===== src/rtl/m_ext_pkg.sv =====
// Shared RV32M divide types and constants used by the divide front-end and its core.
// The datapath width comes from the `XLEN macro and defaults to 32.
`ifndef XLEN
`define XLEN 32
`endif

package m_ext_pkg;

    typedef enum logic [1:0] {
        DIV  = 2'b00,
        DIVU = 2'b01,
        REM  = 2'b10,
        REMU = 2'b11
    } div_op_e;

    typedef enum logic [1:0] {
        IDLE,
        BUSY,
        RESP,
        DRAIN
    } div_state_e;

    localparam logic [`XLEN-1:0] DIV0_QUO = '1;
    localparam logic [`XLEN-1:0] INT_MIN  = {1'b1, {(`XLEN-1){1'b0}}};

    // Two's-complement negate; INT_MIN maps onto itself, which the core treats as unsigned.
    function automatic logic [`XLEN-1:0] negate_if(input logic neg, input logic [`XLEN-1:0] x);
        return neg ? ('0 - x) : x;
    endfunction

endpackage


===== src/rtl/div_ctrl_divider.sv =====
// Unsigned restoring divider core: one quotient bit per cycle after start, then a one-cycle done pulse.
// Has no abort; once started it always runs to completion unless reset.
`ifndef XLEN
`define XLEN 32
`endif

module divider
    import m_ext_pkg::*;
#(
    parameter int XLEN = `XLEN
) (
    input  logic            clk,
    input  logic            rst,
    input  logic            start_i,
    input  logic [XLEN-1:0] dividend_i,
    input  logic [XLEN-1:0] divisor_i,
    output logic            done_o,
    output logic [XLEN-1:0] quo_o,
    output logic [XLEN-1:0] rem_o
);

    localparam int CW = $clog2(XLEN + 1);

    logic            busy_q, busy_d;
    logic            done_q, done_d;
    logic [CW-1:0]   cnt_q, cnt_d;
    logic [XLEN-1:0] quo_q, quo_d;
    logic [XLEN-1:0] rem_q, rem_d;
    logic [XLEN-1:0] dsr_q, dsr_d;
    logic [XLEN:0]   rem_shift;
    logic [XLEN:0]   diff;

    always_comb begin
        busy_d    = busy_q;
        done_d    = 1'b0;
        cnt_d     = cnt_q;
        quo_d     = quo_q;
        rem_d     = rem_q;
        dsr_d     = dsr_q;
        rem_shift = {rem_q, quo_q[XLEN-1]};
        diff      = rem_shift - {1'b0, dsr_q};
        if (start_i && !busy_q) begin
            busy_d = 1'b1;
            cnt_d  = CW'(XLEN);
            quo_d  = dividend_i;
            rem_d  = '0;
            dsr_d  = divisor_i;
        end else if (busy_q) begin
            // diff's top bit set means the shifted remainder was smaller than the divisor
            if (!diff[XLEN]) begin
                rem_d = diff[XLEN-1:0];
                quo_d = {quo_q[XLEN-2:0], 1'b1};
            end else begin
                rem_d = rem_shift[XLEN-1:0];
                quo_d = {quo_q[XLEN-2:0], 1'b0};
            end
            cnt_d = cnt_q - CW'(1);
            if (cnt_q == CW'(1)) begin
                busy_d = 1'b0;
                done_d = 1'b1;
            end
        end
    end

    always_ff @(posedge clk) begin
        if (!rst) begin
            busy_q <= 1'b0;
            done_q <= 1'b0;
            cnt_q  <= '0;
            quo_q  <= '0;
            rem_q  <= '0;
            dsr_q  <= '0;
        end else begin
            busy_q <= busy_d;
            done_q <= done_d;
            cnt_q  <= cnt_d;
            quo_q  <= quo_d;
            rem_q  <= rem_d;
            dsr_q  <= dsr_d;
        end
    end

    assign done_o = done_q;
    assign quo_o  = quo_q;
    assign rem_o  = rem_q;

endmodule


===== src/rtl/div_ctrl.sv =====
// RV32M divide front-end: sign handling, RISC-V special cases and valid/ready framing around `divider`.
// Define DIV_RESULT_CACHE_EN to add a one-entry result cache serving DIV/REM pairs on equal operands.
`ifndef XLEN
`define XLEN 32
`endif

module div_ctrl
    import m_ext_pkg::*;
#(
    parameter int XLEN = `XLEN
) (
    input  logic            clk,
    input  logic            rst,
    input  logic            req_valid_i,
    output logic            req_ready_o,
    input  logic [1:0]      op_i,
    input  logic [XLEN-1:0] opr1_i,
    input  logic [XLEN-1:0] opr2_i,
    input  logic            flush_i,
    output logic            rsp_valid_o,
    input  logic            rsp_ready_i,
    output logic [XLEN-1:0] result_o,
    output logic            busy_o
);

    div_state_e      state_q, state_d;
    div_op_e         op_e;
    logic            sgn_in, is_rem_in, n1, n2;
    logic            div0, ovf, special, accept, cache_hit, core_start;
    logic [XLEN-1:0] mag1, mag2, special_res;
    logic            core_done;
    logic [XLEN-1:0] core_quo, core_rem, quo_fix, rem_fix;
    logic            is_rem_q, is_rem_d;
    logic            neg_quo_q, neg_quo_d;
    logic            neg_rem_q, neg_rem_d;
    logic [XLEN-1:0] result_q, result_d;

    assign op_e      = div_op_e'(op_i);
    assign sgn_in    = (op_e == DIV) || (op_e == REM);
    assign is_rem_in = op_i[1];
    assign n1        = sgn_in & opr1_i[XLEN-1];
    assign n2        = sgn_in & opr2_i[XLEN-1];
    assign mag1      = negate_if(n1, opr1_i);
    assign mag2      = negate_if(n2, opr2_i);

    // Divide-by-zero and signed overflow bypass the core with RISC-V defined results
    assign div0        = (opr2_i == '0);
    assign ovf         = sgn_in && (opr1_i == INT_MIN) && (opr2_i == DIV0_QUO);
    assign special     = div0 || ovf;
    assign special_res = div0 ? (is_rem_in ? opr1_i : DIV0_QUO)
                              : (is_rem_in ? '0 : INT_MIN);
    assign accept      = (state_q == IDLE) && req_valid_i && !flush_i;

    assign quo_fix = negate_if(neg_quo_q, core_quo);
    assign rem_fix = negate_if(neg_rem_q, core_rem);

    divider #(.XLEN(XLEN)) u_divider (
        .clk        (clk),
        .rst        (rst),
        .start_i    (core_start),
        .dividend_i (mag1),
        .divisor_i  (mag2),
        .done_o     (core_done),
        .quo_o      (core_quo),
        .rem_o      (core_rem)
    );

    always_ff @(posedge clk) begin
        if (!rst) state_q <= IDLE;
        else      state_q <= state_d;
    end

    always_comb begin
        state_d = state_q;
        case (state_q)
            IDLE:    if (accept) state_d = (special || cache_hit) ? RESP : BUSY;
            BUSY: begin
                if (flush_i)        state_d = core_done ? IDLE : DRAIN;
                else if (core_done) state_d = RESP;
            end
            RESP:    if (flush_i || rsp_ready_i) state_d = IDLE;
            DRAIN:   if (core_done) state_d = IDLE;
            default: state_d = IDLE;
        endcase
    end

    always_comb begin
        req_ready_o = 1'b0;
        rsp_valid_o = 1'b0;
        busy_o      = 1'b1;
        core_start  = 1'b0;
        case (state_q)
            IDLE: begin
                req_ready_o = 1'b1;
                busy_o      = 1'b0;
                core_start  = accept && !special && !cache_hit;
            end
            RESP:    rsp_valid_o = 1'b1;
            default: ;
        endcase
    end

    always_comb begin
        is_rem_d  = is_rem_q;
        neg_quo_d = neg_quo_q;
        neg_rem_d = neg_rem_q;
        result_d  = result_q;
        if (accept) begin
            is_rem_d  = is_rem_in;
            neg_quo_d = n1 ^ n2;
            neg_rem_d = n1;
            if (special)        result_d = special_res;
            else if (cache_hit) result_d = cache_sel(is_rem_in);
        end
        if ((state_q == BUSY) && core_done && !flush_i)
            result_d = is_rem_q ? rem_fix : quo_fix;
    end

    always_ff @(posedge clk) begin
        if (!rst) begin
            is_rem_q  <= 1'b0;
            neg_quo_q <= 1'b0;
            neg_rem_q <= 1'b0;
            result_q  <= '0;
        end else begin
            is_rem_q  <= is_rem_d;
            neg_quo_q <= neg_quo_d;
            neg_rem_q <= neg_rem_d;
            result_q  <= result_d;
        end
    end

    assign result_o = result_q;

`ifdef DIV_RESULT_CACHE_EN
    logic            cache_valid_q, cache_valid_d;
    logic            cache_sgn_q, cache_sgn_d;
    logic [XLEN-1:0] cache_opr1_q, cache_opr1_d;
    logic [XLEN-1:0] cache_opr2_q, cache_opr2_d;
    logic [XLEN-1:0] cache_quo_q, cache_quo_d;
    logic [XLEN-1:0] cache_rem_q, cache_rem_d;

    assign cache_hit = cache_valid_q && !special && (opr1_i == cache_opr1_q)
                       && (opr2_i == cache_opr2_q) && (sgn_in == cache_sgn_q);

    function automatic logic [XLEN-1:0] cache_sel(input logic want_rem);
        return want_rem ? cache_rem_q : cache_quo_q;
    endfunction

    // The key is written at core start and only marked valid once that run completes undiscarded
    always_comb begin
        cache_valid_d = cache_valid_q;
        cache_sgn_d   = cache_sgn_q;
        cache_opr1_d  = cache_opr1_q;
        cache_opr2_d  = cache_opr2_q;
        cache_quo_d   = cache_quo_q;
        cache_rem_d   = cache_rem_q;
        if (core_start) begin
            cache_valid_d = 1'b0;
            cache_sgn_d   = sgn_in;
            cache_opr1_d  = opr1_i;
            cache_opr2_d  = opr2_i;
        end
        if ((state_q == BUSY) && core_done && !flush_i) begin
            cache_valid_d = 1'b1;
            cache_quo_d   = quo_fix;
            cache_rem_d   = rem_fix;
        end
        if (flush_i) cache_valid_d = 1'b0;
    end

    always_ff @(posedge clk) begin
        if (!rst) begin
            cache_valid_q <= 1'b0;
            cache_sgn_q   <= 1'b0;
            cache_opr1_q  <= '0;
            cache_opr2_q  <= '0;
            cache_quo_q   <= '0;
            cache_rem_q   <= '0;
        end else begin
            cache_valid_q <= cache_valid_d;
            cache_sgn_q   <= cache_sgn_d;
            cache_opr1_q  <= cache_opr1_d;
            cache_opr2_q  <= cache_opr2_d;
            cache_quo_q   <= cache_quo_d;
            cache_rem_q   <= cache_rem_d;
        end
    end
`else
    assign cache_hit = 1'b0;

    function automatic logic [XLEN-1:0] cache_sel(input logic want_rem);
        return want_rem ? '0 : '0;
    endfunction
`endif

endmodule


===== config.mk =====
export PLATFORM = sky130hd
export DESIGN_NAME = div_ctrl
export DESIGN_NICKNAME = d
export VERILOG_FILES = /design/src/rtl/m_ext_pkg.sv /design/src/rtl/div_ctrl_divider.sv /design/src/rtl/div_ctrl.sv
export SDC_FILE = /design/constraint.sdc
export NUM_CORES = 1
export LEC_CHECK = 0
export BUFFER_PORTS_ARGS = -buffer_cell sky130_fd_sc_hd__clkbuf_2
export CAP_MARGIN = 25
export CELL_PAD_IN_SITES_DETAIL_PLACEMENT = 0
export CELL_PAD_IN_SITES_GLOBAL_PLACEMENT = 2
export CORE_MARGIN = 2
export CORE_UTILIZATION = 39
export CTS_BUF_LIST = sky130_fd_sc_hd__clkbuf_4
export CTS_CLUSTER_DIAMETER = 50
export DETAILED_ROUTE_END_ITERATION = 16
export GPL_TIMING_DRIVEN = 0
export PLACE_DENSITY_LB_ADDON = 0.1
export RECOVER_POWER = 100
export SLEW_MARGIN = 20
export SYNTH_ARGS = -nofsm -noshare
export SYNTH_HDL_FRONTEND = slang
export SYNTH_SLANG_ARGS = --single-unit

===== constraint.sdc =====
create_clock -name clk -period 8.47 [get_ports clk]
set_clock_uncertainty 0.2 [all_clocks]
set_input_delay 1.2705 -clock clk [delete_from_list [all_inputs] [get_ports clk]]
set_output_delay 1.2705 -clock clk [all_outputs]
set_load 0.1 [all_outputs]

==> qor.txt <==
Clock Latency Late Sink - 0.60 ns
Logic gate share of total power - 45.3%
Top_reg_cell synth - dfxtp_1
Power per cell area - 192 nW/um^2
Post-route ant nets - 0
Top post-synthesis cells by count - dfxtp_1 (141), nand2_1 (135), a21oi_1 (118), nor2_1 (108), o21ai_0 (100)
Ports - 106
Vias - 10800
Layout Cells excl Fill - 1937
Final Cell Area - 12200 um^2
Final Slew Violations - 0
Compound-gate portion of the synthesized area - 28.5%
Setup Buffers After CTS - 0
Layout area overhead - 11.2%
Post-route setup TNS - 0 ns
Switching Fraction - 42.2%
Reg power frac - 33.4%
Root Buffer - clkbuf_4
Relative slew slack - 3.50%
CTS tree - done
Largest net degree at the start of global routing - 17
Detail-routed net length per standard cell - 20.0 um
Largest family of logic cells by synthesized area - compound AO/OA/AOI/OAI gates
Hold Buf Count CTS - 0
Most frequent cell after synthesis - dfxtp_1
Net Count, Synth - 1531
Port bufs - 104
TritonCTS Buffers - 17
CP max stage cell - nor3b_1
CP max FO - 10
Cell mode on critical path - clkbuf_1
CP Cell Sequence - clkbuf_1 > nor4_1 > nor3b_1 > nand4_1 > o21ai_0 > nor3_1 > nor2b_1 > clkbuf_1 > clkbuf_1 > o21ai_0 > a21oi_1
Sink Count - 141
Syn. warnings - 0
Worst path bufs/invs - 3
Arrival time worst endpoint - 5.35 ns
Core area - 27700 um^2
Cell Int Power - 1.35 mW
Nets@finish - 1655
Starting DRT DRC Count - 739
Drt total wl - 38.8 mm
Synthesized flop and latch total - 141
Mux share of post-synthesis cell area - 2.12%
Total grt overflow - 0
Syn_area_per_cell - 7.72 um^2
Kind of critical path - input port to register
Leakage Power - 4.80 nW
Synth Area in XOR/XNOR - 11.6%
Top-area cell type share of the netlist area - 25.8%
Max Freq - 0.199 GHz
Post-Synth Simple-Gate Area - 22.7%
Global-route wire length before repair - 60.0 mm
Post-Synth Adder-Cell Area - 4.64%
P_sw - 985 uW
Die width - 172 um
Vias in the first global route - 10500
CP Capture Type - register
Synth top area cells - dfxtp_1 (26%), xnor2_1 (5.7%), xor2_1 (5.7%)
Detail Placement HPWL - 31.1 mm
HP Class - register to register
Site Rows - 61
Final Util - 44.0%
Dpl cells - 1903
Post-synth ARST share - 0%
Via density - 5.60
Fin crit period - 5.02 ns
Max H-tree Level - 4
Clock Power Share - 21.3%
GRT Overall Usage - 26.5%
Initial Util - 39.5%
Worst-margin pin slew - 1.44 ns
Clk buf depth - 2
CP required - 8.80 ns
Die area - 29400 um^2
# setup viols final - 0
Detailed Routing Iterations Pass 1 - 6
Slowest stage delay, CP - 0.69 ns
CP top delay family - simple AND/OR/NAND/NOR gates
Die Span Y - 172 um
Placed inst area - 12000 um^2
Status - completed
Sequential element share of the synthesized area - 25.8%
Synth Instances - 1420
Layout cells sized above 1 - 9.38%
Initial antenna violation count - 1
Hold Vio Cnt, Final - 0
Post-CTS sizing - 0
GPL Wtd Cong - 0.914
Startpoint Class - input port
EDFF count, synth - 0
Drt drc - 0
RSZ-0062 raised after global routing - false
Netlist cell types - 84
MaxCap Viol Count - 0
Post-Syn Area - 11000 um^2
Max VDD drop - 0.0706 mV
Synth area leader - dfxtp_1
Reg clk slew, reported paths - 0.14 ns
Period utilization - 59.3%
## worst paths after layout
check / depth (start not counted) / from / end / slack [ns]
worst max-delay path: 11 / opr1_i[7] / u_divider.rem_o[3]$_SDFFE_PP0P_ / 3.45
worst min-delay path: 2 / result_o[22]$_SDFFE_PN0P_ / result_o[22]$_SDFFE_PN0P_ / 0.25
worst max register to register: 12 / u_divider.quo_o[31]$_SDFFE_PN0P_ / u_divider.rem_o[30]$_SDFFE_PP0P_ / 4.65
worst min register to register: 2 / result_o[22]$_SDFFE_PN0P_ / result_o[22]$_SDFFE_PN0P_ / 0.25
## kinds of logic after synthesis
kind of cell    after synthesis
buf+inv                     130
xor+xnor                    143
fa+ha+maj                    40
mux                          23
simple gates                488
compound gates              455
flops                       141
## worst min-delay path, cell delays in order (launching register included)
cell     delay (ns)
dfxtp_1        0.34
nand2_1        0.05
nand2_1        0.04
## registers in the layout (all words and copies together), names as in the netlist, 2 cells and up
name             flops
state_q              2
u_divider.quo_o     32
u_divider.rem_o     32
u_divider.cnt_q      6
u_divider.dsr_q     32
result_o            32
## power groups by stage
stage,Combinational [mW],Sequential [mW],Clock (mW)
floorplan,0.790,0.769,0
global placement,1.05,0.792,0
detailed placement,1.05,0.793,0
CTS,1.06,0.778,0.504
global route,1.16,0.788,0.529
finish,1.06,0.779,0.497
## per-stage QoR
stage	total power, mW	worst slack [ns]	hold WS, ns
after floorplan	1.56	4.94	0.247
after global placement	1.84	3.77	0.231
after detailed placement	1.85	3.96	0.240
after CTS	2.34	4.55	0.259
after global routing	2.47	3.04	0.294
final	2.33	3.45	0.254
## cells in the final DEF (no fill, tap or decap), drive strengths merged, types with 33 or more instances in the layout
cell type and count:
a211oi 34, nor2b 54, nand3 33, dfxtp 141
o21ai 119, xor2 71, a21oi 120, nor2 114
xnor2 72, ha 39, clkbuf 192, nand2 137
inv 57
## layer usage
layer  vias to the layer above  global-route usage, %  part of all wire [%]
li1                       5409                      -                     -
met5                         -                      0                     0
met2                       294                   45.7                    47
met3                        55                   3.29                   4.3
met4                         0                   7.85                   2.6
met1                      5085                   34.5                    46
## area by class of cell
| class | count | area [um^2] |
|---|---|---|
| Fill cell | 3006 | 15500 |
| Multi-Input combinational cell | 1149 | 7590 |
| Sequential cell | 141 | 2820 |
| Timing Repair Buffer | 105 | 479 |
| Tap cell | 378 | 473 |
| Buffer | 76 | 303 |
| Inverter | 54 | 203 |
| Clock inverter | 12 | 163 |
| Clock buffer | 20 | 150 |
| Antenna cell | 2 | 5.00 |
Note: power is estimated with default switching activity, not from simulation.
